==> config.mk <==
export PLATFORM = sky130hd
export DESIGN_NAME = plru_victim_sel
export DESIGN_NICKNAME = d
export VERILOG_FILES = /design/src/rtl/plru_victim_sel.sv
export SDC_FILE = /design/constraint.sdc
export NUM_CORES = 1
export LEC_CHECK = 0
export ABC_CLOCK_PERIOD_IN_PS = 3100
export BUFFER_PORTS_ARGS = -buffer_cell sky130_fd_sc_hd__clkbuf_2
export CORE_MARGIN = 3
export CORE_UTILIZATION = 35
export DETAILED_ROUTE_END_ITERATION = 16
export PLACE_DENSITY = 0.49
export SLEW_MARGIN = 20
export SYNTH_ARGS = -nofsm -noshare
export SYNTH_HDL_FRONTEND = slang
export SYNTH_SLANG_ARGS = --single-unit
==> constraint.sdc <==
create_clock -name clk -period 3.1 [get_ports clk]
set_clock_uncertainty 0.05 [all_clocks]
set_input_delay 0.155 -clock clk [delete_from_list [all_inputs] [get_ports clk]]
set_output_delay 0.155 -clock clk [all_outputs]
set_load 0.01 [all_outputs]
==> src/rtl/plru_victim_sel.sv <==
// Tree pseudo-LRU victim selector: per-set binary tree, lowest-invalid-way override.
// Latency: VictimWay is registered one cycle after CacheSet/ValidWay; Stall holds it and blocks tree writes.
module plru_victim_sel #(
    parameter int NUMWAYS = 4,
    parameter int SETLEN  = 7,
    localparam int LOGW   = $clog2(NUMWAYS)
) (
    input  logic                clk,
    input  logic                reset,
    input  logic                Stall,
    input  logic [SETLEN-1:0]   CacheSet,
    input  logic [NUMWAYS-1:0]  HitWay,
    input  logic [NUMWAYS-1:0]  ValidWay,
    input  logic                LRUWriteEn,
    input  logic                InvalidateAll,
    output logic [LOGW-1:0]     VictimWay
);
    localparam int NSETS = 2 ** SETLEN;
    localparam int NODES = NUMWAYS - 1;

    typedef logic [NODES-1:0] tree_t;

    tree_t           tree_q [NSETS];
    logic [LOGW-1:0] victim_q, victim_d;
    logic [LOGW-1:0] hit_idx, first_inv;
    logic            any_inv, do_wr;
    tree_t           row_cur, row_upd, row_d;

    // Point every node on the accessed way's path toward the other half.
    function automatic tree_t tree_touch(input tree_t t, input logic [LOGW-1:0] w);
        tree_t r;
        int    n;
        r = t;
        n = 0;
        for (int l = LOGW - 1; l >= 0; l--) begin
            r[n] = ~w[l];
            n    = 2 * n + 1 + int'(w[l]);
        end
        return r;
    endfunction

    function automatic logic [LOGW-1:0] tree_walk(input tree_t t);
        logic [LOGW-1:0] v;
        int              n;
        v = '0;
        n = 0;
        for (int l = LOGW - 1; l >= 0; l--) begin
            v[l] = t[n];
            n    = 2 * n + 1 + int'(v[l]);
        end
        return v;
    endfunction

    always_comb begin
        hit_idx   = '0;
        first_inv = '0;
        any_inv   = ~&ValidWay;
        for (int i = 0; i < NUMWAYS; i++) begin
            if (HitWay[i]) hit_idx = hit_idx | LOGW'(i);
        end
        for (int i = NUMWAYS - 1; i >= 0; i--) begin
            if (!ValidWay[i]) first_inv = LOGW'(i);
        end
    end

    // Lookup sees the post-write row of the same set (write-first bypass).
    always_comb begin
        do_wr   = LRUWriteEn && !Stall && (|HitWay);
        row_cur = tree_q[CacheSet];
        row_upd = tree_touch(row_cur, hit_idx);
        if (InvalidateAll)
            row_d = '0;
        else if (do_wr)
            row_d = row_upd;
        else
            row_d = row_cur;
        if (Stall)
            victim_d = victim_q;
        else if (any_inv)
            victim_d = first_inv;
        else
            victim_d = tree_walk(row_d);
    end

    always_ff @(posedge clk) begin
        if (reset) begin
            for (int s = 0; s < NSETS; s++) tree_q[s] <= '0;
            victim_q <= '0;
        end else begin
            if (InvalidateAll) begin
                for (int s = 0; s < NSETS; s++) tree_q[s] <= '0;
            end else if (do_wr) begin
                tree_q[CacheSet] <= row_upd;
            end
            victim_q <= victim_d;
        end
    end

    assign VictimWay = victim_q;

    a_hit_onehot: assert property (@(posedge clk) disable iff (reset)
        (LRUWriteEn && !Stall) |-> $onehot0(HitWay));

endmodule
==> run_results.csv <==
group,metric,value,unit
run_status,status,"completed",
clock_tree,htree_levels,2,
critical_path,crit_path_max_incr_delay,0.48,ns
pwr,leakage,7.687,nW
floorplanning,initial_core_util,0.3579,
critical_path,rr_worst_depth,10,
synth,synth_seq_cells,386,
synth,ys_types,72,
synth,async_reset_ff_frac,0,
sta,hold_viol_final,0,
critical_path,cp_slowest_cell,"mux4_2",
synth,ys_warn_count,0,
sta,min_period_over_period,0.9718,
route,final_antenna_net_count,0,
route,wl,60870,um
floorplanning,rows,84,
cells_and_area,area_delta_synth_final,19.19,%
synth,post-synth-top-count-cell,"edfxtp_1",
critical_path,crit_chain,"mux4_2 > and2_1 > a211oi_2 > a211oi_1 > a311o_1 > and4b_1 > o21bai_4 > buf_12 > buf_12 > nor3_2",
floorplanning,die_h,239.2,um
global_route,first_global_vias,13440,
pwr,power,0.01237,W
clock_tree,numCtsBuffers,45,
sta,tns,0,ns
critical_path,critical_path_depth,10,
worst_hold_path,holdCritStartpoint,"ValidWay[1]",
clock_tree,cts_root_buf,"clkbuf_16",
synth,synth.top_cells.by_area,"edfxtp_1 61%, nor3_2 5.3%, mux4_2 4.7%, nor3_1 4.2%, o21ai_0 3.7%",
cells_and_area,layout-drive-gt1-share,0.3020,
critical_path,path_class,"register to register",
synth,synth_edf_count,384,
critical_path,r2r_slack,0.09,ns
global_route,grt_util_met2,0.3328,
critical_path,crit_arrival,3.27,ns
global_route,top_usage_layer,"met2",
synth,synth_cells,1483,
global_route,grt_overflow,0,
critical_path,path_buf_inv,2,
synth,yosysTopAreaCell,"edfxtp_1",
synth,yosysTopAreaCellShare,0.6058,
clock_tree,clk_pin_slew,0.06,ns
placement,placed_area,0.02122,mm2
sta,rsz0062_at_grt,"true",
global_route,antenna_found_initial,1,
sta,period_needed,3.013,ns
placement,hpwl,41520,um
floorplanning,core_region_area,0.05318,mm2
sta,setup_violations,0,
placement,io_buffers,21,
cells_and_area,fill_cells,4956,
job,maxCapViolations,0,
clock_tree,cts_buffer_depth,3,
synth,synth_top_flop_cell,"edfxtp_1",
floorplanning,die_w,239.2,um
floorplanning,pin_count,22,
sta,slew_viol_final,0,
route,wl_per_cell,26.05,um
synth,netlist_area,0.01903,mm2
synth,seq_area_frac_synth,0.6079,
synth,syn-num-nets,1503,
critical_path,r2r_start,"tree_q[11][2]$_SDFFCE_PN0P_",
clock_tree,cts_tree,"done",
pwr,power_density,545.2,mW/mm2
cells_and_area,final-seq-area,0.01157,mm2
synth,synth_common_cells,"384 x edfxtp_1, 160 x nor3_1, 150 x nor2_1",
synth,synth_area_per_cell,12.83,um2
global_route,use_met3,0.03500,
clock_tree,cts.sinks,386,
route,drcViolationCount,0,
global_route,grt_util_all_layers,0.2133,
critical_path,cp.required,3.36,ns
pwr,peakVddDrop,0.0003550,V
worst_hold_path,min_to,"VictimWay[0]$_SDFFE_PP0N_",
sta,max_freq,0.3319,GHz
critical_path,cp_top_family,"compound AO/OA/AOI/OAI gates",
route,drtPass1Iterations,5,
route,drt_iter0_drc,1372,
global_route,grt_first_pass_wirelength,90020,um
cells_and_area,num_antenna_cells,0,
route,via_per_inst,5.735,
critical_path,crit_path_start,"tree_q[11][2]$_SDFFCE_PN0P_",
global_route,grt_max_degree,129,
critical_path,end_kind,"register",
cells_and_area,fin_area,0.02269,mm2
placement,gp_congestion,0.8914,
critical_path,reg2reg_to,"tree_q[62][2]$_SDFFCE_PN0P_",
sta,hold_ws,0.07930,ns
critical_path,cp-start-kind,"register",
sta,relSlewSlack,0.4351,
global_route,met1_usage,0.3043,
critical_path,crit_top_cell,"buf_12",
sta,tightestPinTransition,0.8464,ns
cells_and_area,finalNetCount,1635,
route,num_vias,13400,
clock_tree,clk_latency,0.59,ns
floorplanning,die_area,0.05721,mm2
worst_hold_path,hold_path.class,"input pin to register",
worst_hold_path,hold_depth,5,
critical_path,crit_path_max_fanout,20,
cells_and_area,multi_input_area,0.006470,mm2
[worst max-delay path by stage]
stage / slack, ns / to
final: 0.09 / tree_q[62][2]$_SDFFCE_PN0P_
after global routing: -0.01 / tree_q[60][1]$_SDFFCE_PN0P_
after CTS: 0.03 / tree_q[60][1]$_SDFFCE_PN0P_
after detailed placement: -0.40 / tree_q[9][1]$_SDFFCE_PN0P_
after global placement: -0.32 / tree_q[120][1]$_SDFFCE_PN0P_
after floorplan: 0.52 / tree_q[10][2]$_SDFFCE_PN0P_
[flip-flops by register name (all words and copies together), names as in the netlist]
name / flops
VictimWay: 2
tree_q: 384
[layout by cell type (no fill, tap or decap), drive strengths merged, types with 3 or more instances in the layout]
cell	n
a221o	11
inv	7
mux4	40
o221ai	4
a221oi	31
nor2b	11
clkinv	24
mux2i	41
buf	236
a211oi	3
nand2	55
a311oi	3
o21bai	3
nand3	24
mux2	31
nor3	260
clkbuf	71
dlygate4sd3	8
o22ai	6
a22oi	25
nand4	3
nor2	151
and2	6
o2bb2ai	4
a21oi	14
o21ai	145
edfxtp	384
a31oi	7
[worst reg2reg max path, stage by stage (launching register included)]
cell and delay (ns):
edfxtp_1 0.38, mux4_2 0.48, and2_1 0.18, a211oi_2 0.29, a211oi_1 0.11, a311o_1 0.40, and4b_1 0.22, o21bai_4 0.17
buf_12 0.20, buf_12 0.20, nor3_2 0.06
[per-stage QoR]
| stage | utilization | cells | setup WS, ns |
|---|---|---|---|
| after floorplan | - | 1483 | 0.5238 |
| after global placement | 0.3991 | 2248 | -0.3153 |
| after detailed placement | 0.3991 | 2248 | -0.4009 |
| after CTS | 0.4262 | 2337 | 0.02762 |
| after global routing | 0.4266 | 2337 | -0.01490 |
| final | 0.4266 | 2337 | 0.08728 |
[timing repair]
item                                    CTS  global route
endpoints found under the setup margin  106           127
hold buffers                              8             0
pin swaps                                 0             1
hold endpoints to repair                  2             0
resized for setup                         1             2
buffers inserted                          0             0
[cell type report]
type | count | area share
flip-flops and latches | 386 | 0.5101
multi-input cells | 914 | 0.2852
repair buffers | 262 | 0.1060
clock buffers | 53 | 0.05096
well taps | 688 | 0.03795
clock inverters | 28 | 0.008825
inverters | 6 | 0.0009928
[power by group]
part           leakage, nW  switching [W]  internal, W  total, W
logic                 2.77       0.000831     0.000523   0.00135
clock network        0.662        0.00216      0.00283   0.00499
registers             4.26      0.0000754      0.00595   0.00603
[metal layers]
metal / part of all wire / vias to the layer above
met5: 0 / -
met4: 0.033 / 0
met3: 0.060 / 107
met2: 0.46 / 439
met1: 0.45 / 6892
li1: - / 5964
[cell families after synthesis]
| group | share of synthesized area |
|---|---|
| flip-flops | 0.6079 |
| AND/OR/NAND/NOR | 0.1544 |
| multiplexers | 0.08743 |
| AO/OA/AOI/OAI | 0.09473 |
| buffers and inverters | 0.05548 |
(Power assumes the default switching activity.)
